$ cat config.mk
export PLATFORM = sky130hd
export DESIGN_NAME = sample_frame_ctrl_flat
export DESIGN_NICKNAME = d
export VERILOG_FILES = /design/src/rtl/sample_pkg.sv /design/src/rtl/sample_frame_ctrl_if.sv /design/src/rtl/decim_counter.sv /design/src/rtl/sample_frame_ctrl.sv /design/src/flat_wrapper.sv
export SDC_FILE = /design/constraint.sdc
export NUM_CORES = 1
export LEC_CHECK = 0
export CAP_MARGIN = 20
export CELL_PAD_IN_SITES_DETAIL_PLACEMENT = 1
export CELL_PAD_IN_SITES_GLOBAL_PLACEMENT = 1
export CORE_MARGIN = 5
export CORE_UTILIZATION = 37
export DETAILED_ROUTE_END_ITERATION = 6
export PLACE_DENSITY_LB_ADDON = 0.1
export SLEW_MARGIN = 5
export SYNTH_ARGS = -nofsm -noshare
export SYNTH_HDL_FRONTEND = slang
export SYNTH_SLANG_ARGS = --single-unit
$ cat constraint.sdc
create_clock -name clk -period 2.8 [get_ports clk]
set_input_delay 0.56 -clock clk [delete_from_list [all_inputs] [get_ports clk]]
set_output_delay 0.56 -clock clk [all_outputs]
set_load 0.1 [all_outputs]
$ cat src/rtl/sample_pkg.sv
// Shared definitions for the sample frame controller: FSM encoding and size defaults.
package sample_pkg;

  localparam int DEPTH_DEF = 64;
  localparam int WIDTH_DEF = 11;
  localparam int DECIM_W   = 4;

  typedef enum logic [1:0] {
    ST_IDLE    = 2'd0,
    ST_ARMED   = 2'd1,
    ST_CAPTURE = 2'd2,
    ST_DONE    = 2'd3
  } state_t;

  function automatic logic is_busy(state_t s);
    return (s == ST_ARMED) || (s == ST_CAPTURE);
  endfunction

endpackage

$ cat src/rtl/sample_frame_ctrl_if.sv
// Control, sample-input and slot-bank write signals of the sample frame controller.
interface sample_frame_ctrl_if #(
  parameter int DEPTH = sample_pkg::DEPTH_DEF,
  parameter int WIDTH = sample_pkg::WIDTH_DEF
);
  import sample_pkg::*;

  localparam int IW = $clog2(DEPTH);

  logic               start;
  logic               abort;
  logic               cont;
  logic               trig_en;
  logic [WIDTH-1:0]   trig_level;
  logic [DECIM_W-1:0] decim;
  logic [WIDTH-1:0]   sample_in;
  logic               sample_valid;

  // Handshakes: sample_valid qualifies sample_in for one cycle and wr_en
  // qualifies wr_data/wr_index for one cycle. Neither has a ready: the
  // controller and the slot bank always accept, so a beat is never stalled.
  logic [WIDTH-1:0]   wr_data;
  logic [IW-1:0]      wr_index;
  logic               wr_en;
  logic               busy;
  logic               frame_done;
  logic [7:0]         frame_count;
  state_t             dbg_state;

  modport master (
    output start, abort, cont, trig_en, trig_level, decim, sample_in, sample_valid,
    input  wr_data, wr_index, wr_en, busy, frame_done, frame_count, dbg_state
  );

  modport slave (
    input  start, abort, cont, trig_en, trig_level, decim, sample_in, sample_valid,
    output wr_data, wr_index, wr_en, busy, frame_done, frame_count, dbg_state
  );

endinterface

$ cat src/rtl/decim_counter.sv
// Modulo-(limit+1) counter of valid samples; zero marks the sample to keep.
module decim_counter #(
  parameter int W = 4
) (
  input  logic         clk,
  input  logic         rst,
  input  logic         clear,
  input  logic         inc,
  input  logic [W-1:0] limit,
  output logic         zero
);

  logic [W-1:0] count;

  // clear+inc together is the triggering sample: it is count 0, so the
  // counter moves straight on to 1 (or stays at 0 when nothing is skipped).
  // Wrapping on >= keeps the counter sane if limit shrinks mid-frame.
  always_ff @(posedge clk or posedge rst) begin
    if (rst) begin
      count <= '0;
    end else if (clear) begin
      count <= (inc && (limit != '0)) ? W'(1) : '0;
    end else if (inc) begin
      count <= (count >= limit) ? '0 : count + 1'b1;
    end
  end

  assign zero = (count == '0);

endmodule

$ cat src/rtl/sample_frame_ctrl.sv
// Sample frame controller: arms on start, triggers, decimates and writes one
// frame of DEPTH samples into an external slot bank.
module sample_frame_ctrl
  import sample_pkg::*;
#(
  parameter int DEPTH = DEPTH_DEF,
  parameter int WIDTH = WIDTH_DEF
) (
  input logic               clk,
  input logic               rst,
  sample_frame_ctrl_if.slave bus
);

  localparam int            IW       = $clog2(DEPTH);
  localparam logic [IW-1:0] LAST_IDX = IW'(DEPTH - 1);

  state_t           state, state_nxt;
  logic [IW-1:0]    wr_ptr;
  logic [IW-1:0]    write_idx;
  logic             accept;
  logic             last_write;
  logic             frame_inc;
  logic             trig_ok;
  logic             dc_clear;
  logic             dc_inc;
  logic             dc_zero;

  logic [WIDTH-1:0] wr_data_q;
  logic [IW-1:0]    wr_index_q;
  logic             wr_en_q;
  logic             frame_done_q;
  logic [7:0]       frame_count_q;

  decim_counter #(.W(DECIM_W)) u_decim (
    .clk   (clk),
    .rst   (rst),
    .clear (dc_clear),
    .inc   (dc_inc),
    .limit (bus.decim),
    .zero  (dc_zero)
  );

  always_ff @(posedge clk or posedge rst) begin
    if (rst) state <= ST_IDLE;
    else     state <= state_nxt;
  end

  // The triggering sample always lands in slot 0, so the pointer left over
  // from a previous or aborted frame never needs an explicit clear.
  always_comb begin
    state_nxt  = state;
    accept     = 1'b0;
    dc_clear   = 1'b0;
    dc_inc     = 1'b0;
    frame_inc  = 1'b0;
    trig_ok    = !bus.trig_en || (bus.sample_in >= bus.trig_level);
    write_idx  = (state == ST_ARMED) ? '0 : wr_ptr;
    last_write = (write_idx == LAST_IDX);
    if (bus.abort) begin
      state_nxt = ST_IDLE;
    end else begin
      case (state)
        ST_IDLE: begin
          if (bus.start) state_nxt = ST_ARMED;
        end
        ST_ARMED: begin
          if (bus.sample_valid && trig_ok) begin
            accept    = 1'b1;
            dc_clear  = 1'b1;
            dc_inc    = 1'b1;
            state_nxt = last_write ? ST_DONE : ST_CAPTURE;
          end
        end
        ST_CAPTURE: begin
          if (bus.sample_valid) begin
            dc_inc = 1'b1;
            if (dc_zero) begin
              accept = 1'b1;
              if (last_write) state_nxt = ST_DONE;
            end
          end
        end
        ST_DONE: begin
          frame_inc = 1'b1;
          state_nxt = bus.cont ? ST_ARMED : ST_IDLE;
        end
        default: state_nxt = ST_IDLE;
      endcase
    end
  end

  // wr_data/wr_index only move on an accepted sample, so a slot bank clocked
  // every cycle just rewrites the same slot with the same value.
  always_ff @(posedge clk or posedge rst) begin
    if (rst) begin
      wr_data_q     <= '0;
      wr_index_q    <= '0;
      wr_en_q       <= 1'b0;
      frame_done_q  <= 1'b0;
      frame_count_q <= '0;
      wr_ptr        <= '0;
    end else begin
      wr_en_q      <= accept;
      frame_done_q <= accept && last_write;
      if (accept) begin
        wr_data_q  <= bus.sample_in;
        wr_index_q <= write_idx;
        wr_ptr     <= write_idx + 1'b1;
      end
      if (frame_inc) frame_count_q <= frame_count_q + 8'd1;
    end
  end

  assign bus.wr_data     = wr_data_q;
  assign bus.wr_index    = wr_index_q;
  assign bus.wr_en       = wr_en_q;
  assign bus.frame_done  = frame_done_q;
  assign bus.frame_count = frame_count_q;
  assign bus.busy        = is_busy(state);
  assign bus.dbg_state   = state;

endmodule

$ cat src/flat_wrapper.sv
// flat-port wrapper written by rule: the top's interface ports become plain ports
module sample_frame_ctrl_flat import sample_pkg::*;
#(
  parameter int DEPTH = DEPTH_DEF,
  parameter int WIDTH = WIDTH_DEF
)
  (clk, rst, bus_start, bus_abort, bus_cont, bus_trig_en, bus_trig_level, bus_decim, bus_sample_in, bus_sample_valid, bus_wr_data, bus_wr_index, bus_wr_en, bus_busy, bus_frame_done, bus_frame_count, bus_dbg_state);
  sample_frame_ctrl_if #(.DEPTH(DEPTH), .WIDTH(WIDTH)) bus_i ();
  input logic clk;
  input logic rst;
  input wire logic [$bits(bus_i.start)-1:0] bus_start;
  input wire logic [$bits(bus_i.abort)-1:0] bus_abort;
  input wire logic [$bits(bus_i.cont)-1:0] bus_cont;
  input wire logic [$bits(bus_i.trig_en)-1:0] bus_trig_en;
  input wire logic [$bits(bus_i.trig_level)-1:0] bus_trig_level;
  input wire logic [$bits(bus_i.decim)-1:0] bus_decim;
  input wire logic [$bits(bus_i.sample_in)-1:0] bus_sample_in;
  input wire logic [$bits(bus_i.sample_valid)-1:0] bus_sample_valid;
  output wire logic [$bits(bus_i.wr_data)-1:0] bus_wr_data;
  output wire logic [$bits(bus_i.wr_index)-1:0] bus_wr_index;
  output wire logic [$bits(bus_i.wr_en)-1:0] bus_wr_en;
  output wire logic [$bits(bus_i.busy)-1:0] bus_busy;
  output wire logic [$bits(bus_i.frame_done)-1:0] bus_frame_done;
  output wire logic [$bits(bus_i.frame_count)-1:0] bus_frame_count;
  output wire logic [$bits(bus_i.dbg_state)-1:0] bus_dbg_state;
  assign bus_i.start = bus_start;
  assign bus_i.abort = bus_abort;
  assign bus_i.cont = bus_cont;
  assign bus_i.trig_en = bus_trig_en;
  assign bus_i.trig_level = bus_trig_level;
  assign bus_i.decim = bus_decim;
  assign bus_i.sample_in = bus_sample_in;
  assign bus_i.sample_valid = bus_sample_valid;
  assign bus_wr_data = bus_i.wr_data;
  assign bus_wr_index = bus_i.wr_index;
  assign bus_wr_en = bus_i.wr_en;
  assign bus_busy = bus_i.busy;
  assign bus_frame_done = bus_i.frame_done;
  assign bus_frame_count = bus_i.frame_count;
  assign bus_dbg_state = bus_i.dbg_state;
  sample_frame_ctrl #(.DEPTH(DEPTH), .WIDTH(WIDTH)) u_core (.clk(clk), .rst(rst), .bus(bus_i));
endmodule
==> flow_metrics.tcl <==
set metrics [dict create \
    maxSlewViolCount 0 \
    syn_inst 220 \
    fin_nets 351 \
    fillers 681 \
    slew_headroom_pct 65.4 \
    finalSetupViolations 0 \
    place.gp.congestion 0.763 \
    io_buffers 62 \
    path_clk_slew_ns 0.08 \
    die_y_um 89.2 \
    synthesis.area_um2 2320 \
    ant_nets 0 \
    clockBufferDepth 2 \
    die_x_um 89.2 \
    critical_path_class "primary input to register" \
    min_path_type "register to register" \
    wl_um 5770 \
    synth_fp_nets 276 \
    p_clk_share_pct 16.4 \
    seq_area_um2 978 \
    ir_drop_mv 0.679 \
    vias_per_cell 5.08 \
    min_period_ns 2.64 \
    synth_top_area_share_pct 42.0 \
    combinationalPowerShare_pct 58.3 \
    fp.coreArea_um2 6030 \
    synth_seq_cells 39 \
    drtPass1Iterations 4 \
    synth.yosys.seq_area_share_pct 42.0 \
    design_power_total_uw 3440 \
    synth-main-ff-cell "dfrtp_1" \
    pwr-share-seq_pct 25.2 \
    path_buf_inv 3 \
    timing.fmax_mhz 379 \
    grt_start_max_net_pins 40 \
    cts_hold_buf 0 \
    fin_util_pct 52.4 \
    maxCapViolations 0 \
    vias 1885 \
    crit_chain "clkdlybuf4s50_1, inv_1, ha_1, nor2b_1, o21ai_0, a31o_1, o211ai_2, and2_4, inv_2, mux2_2" \
    antenna_found_initial 0 \
    final_area_um2 3160 \
    cp.required_ns 2.98 \
    placementRows 28 \
    finalSetupTns_ns 0 \
    grt_pass1_vias 2060 \
    cp_slowest_cell "clkdlybuf4s50_1" \
    ios 63 \
    synth_top_area_cell "dfrtp_1" \
    final-hold-violation-count 0 \
    fin_crit_sh_pct 94.2 \
    multi_input_area_um2 1240 \
    ys_top_cells_by_count "dfrtp_1, ha_1, inv_1" \
    layout-drive-gt1-share_pct 25.3 \
    crit_path_end_kind "register" \
    n_antenna_cell 0 \
    synth.avg_cell_area_um2 10.5 \
    place_hpwl_um 4490 \
    ys_types 51 \
    die_area_um2 7960 \
    clk_latency_ns 0.29 \
    path_delay_family "buffers and inverters" \
    htreeDepth 2 \
    crit_path_start_kind "primary input" \
    p_sw_share_pct 51.5 \
    cts_tree "done" \
    critPathMaxFanout 15 \
    area_delta_synth_final_pct 36.1 \
    synth_edf_count 0 \
    cts_sinks 39 \
    leakage_uw 0.00156 \
    slowest_delay_ns 0.46 \
    cts_buffers 5 \
    internal_power_uw 1670 \
    detail_route.wl_per_cell_um 15.6 \
    ys_top_cells_by_area "dfrtp_1, ha_1, mux2_4, inv_1, mux2_2" \
    placed_cell_area_um2 3030 \
    grt_overflow_total 0 \
    drtIter0Drc 48 \
    synthArstFlopShare_pct 100 \
    ys_warn_count 0 \
    grt_pass1_wl_um 9720 \
    cts_resized 0 \
    start_util_pct 38.5 \
    power.density_nw_per_um2 1090 \
    postCtsSetupBuffers 0 \
    tightest_slew_ns 0.515 \
    outcome "finished clean" \
    worstPathArrival_ns 2.82 \
    skew_ns 0.00545 \
    drc 0 \
    rsz0062_at_grt "no" \
    yosysMostFrequentCell "dfrtp_1" \
    clockRootBuffer "clkbuf_8" \
    p_sw_uw 1770 \
    track_usage_pct 15.7 \
]
## worst register-to-register path, delay by kind of cell (launching register included)
kind	cells	cell delay (ns)
muxes	1	0.21
buffers and inverters	1	0.13
and+or+nand+nor	4	0.45
DFF	1	0.44
adders and majority gates	2	0.46
AOI/OAI and AO/OA	2	0.49
## placed cells by master, fill, tap and decap left out, types with 2 or more instances in the layout
master           count
a31oi_1              2
clkdlybuf4s50_1     32
inv_1               23
xnor2_1              3
ha_1                22
and4_1               2
clkbuf_8             5
buf_4               40
a21oi_1              6
mux2_4               9
a211o_1              2
nand3_1              8
xor2_1               4
nor3b_1              2
nand2_1             14
o21ai_0              6
mux2_2               7
or2_2                2
a21o_1               2
dfrtp_2              2
a2111oi_0            2
dfrtp_1             37
nand2b_1             3
mux2i_1              4
nor3_1               5
bufinv_16            2
nor2_1              12
o211ai_1             2
nor2b_1             10
## stage by stage
step / setup slack, ns / std cells / hold slack (ns)
after floorplan: 0.0802 / 220 / 0.474
after global placement: -0.0775 / 363 / 0.456
after detailed placement: -0.141 / 363 / 0.464
after CTS: 0.159 / 371 / 0.479
after global routing: 0.0214 / 371 / 0.512
final: 0.162 / 371 / 0.471
## registers in the layout, summed over array words and instances, names as in the netlist
register	count
u_core.bus.wr_data	11
u_core.bus.frame_count	8
u_core.bus.wr_en	1
u_core.bus.frame_done	1
u_core.wr_ptr	6
u_core.bus.dbg_state	2
u_core.bus.wr_index	6
u_core.u_decim.count	4
## power by group through the flow
stage	Sequential, µW	Combinational [µW]	Clock, µW
3_5_place_dp	880	2020	0
4_1_cts	873	2030	577
6_report	868	2010	564
2_1_floorplan	1760	685	0
5_1_grt	899	2120	603
3_3_place_gp	874	2000	0
## layer usage
layer  track usage [%]  part of all wire [%]  vias up
li1                  -                     -      922
met1              19.6                    45      920
met2              27.6                    50       37
met3              3.59                   4.4        6
met4              3.65                   1.0        0
met5                 0                     0        -
## cell type report
class / count / share of cell area, %
multi-input combinational: 153 / 39.3
sequential: 39 / 31.0
timing repair buffer: 72 / 19.7
tap: 75 / 2.97
inverter: 24 / 2.85
clock buffer: 6 / 2.30
clock inverter: 2 / 1.90
## path summary, 6_finish.rpt
| path | from | end | slack, ns | depth (start not counted) |
|---|---|---|---|---|
| min reg2reg | u_core.bus.frame_count[7] | u_core.bus.frame_count[7] | 0.47 | 1 |
| max reg2reg | u_core.bus.dbg_state[1] | u_core.bus.dbg_state[1] | 0.54 | 10 |
| min in group asynchronous | rst | u_core.bus.wr_index[2] | 0.70 | 3 |
| max in group asynchronous | rst | u_core.bus.dbg_state[0] | 1.71 | 3 |
| min | u_core.bus.frame_count[7] | u_core.bus.frame_count[7] | 0.47 | 1 |
| max | bus_sample_in[0] | u_core.bus.wr_data[5] | 0.16 | 10 |
## cells by family after synthesis
kind of cell,count (synthesis),synth area share [%]
AND/OR/NAND/NOR,67,15.6
flip-flops,39,42.0
AO/OA/AOI/OAI,36,11.4
buffers and inverters,28,4.96
adder cells (fa/ha/maj),23,12.4
multiplexers,20,10.9
XOR/XNOR,7,2.64
Power figures use the tool's default switching activity.
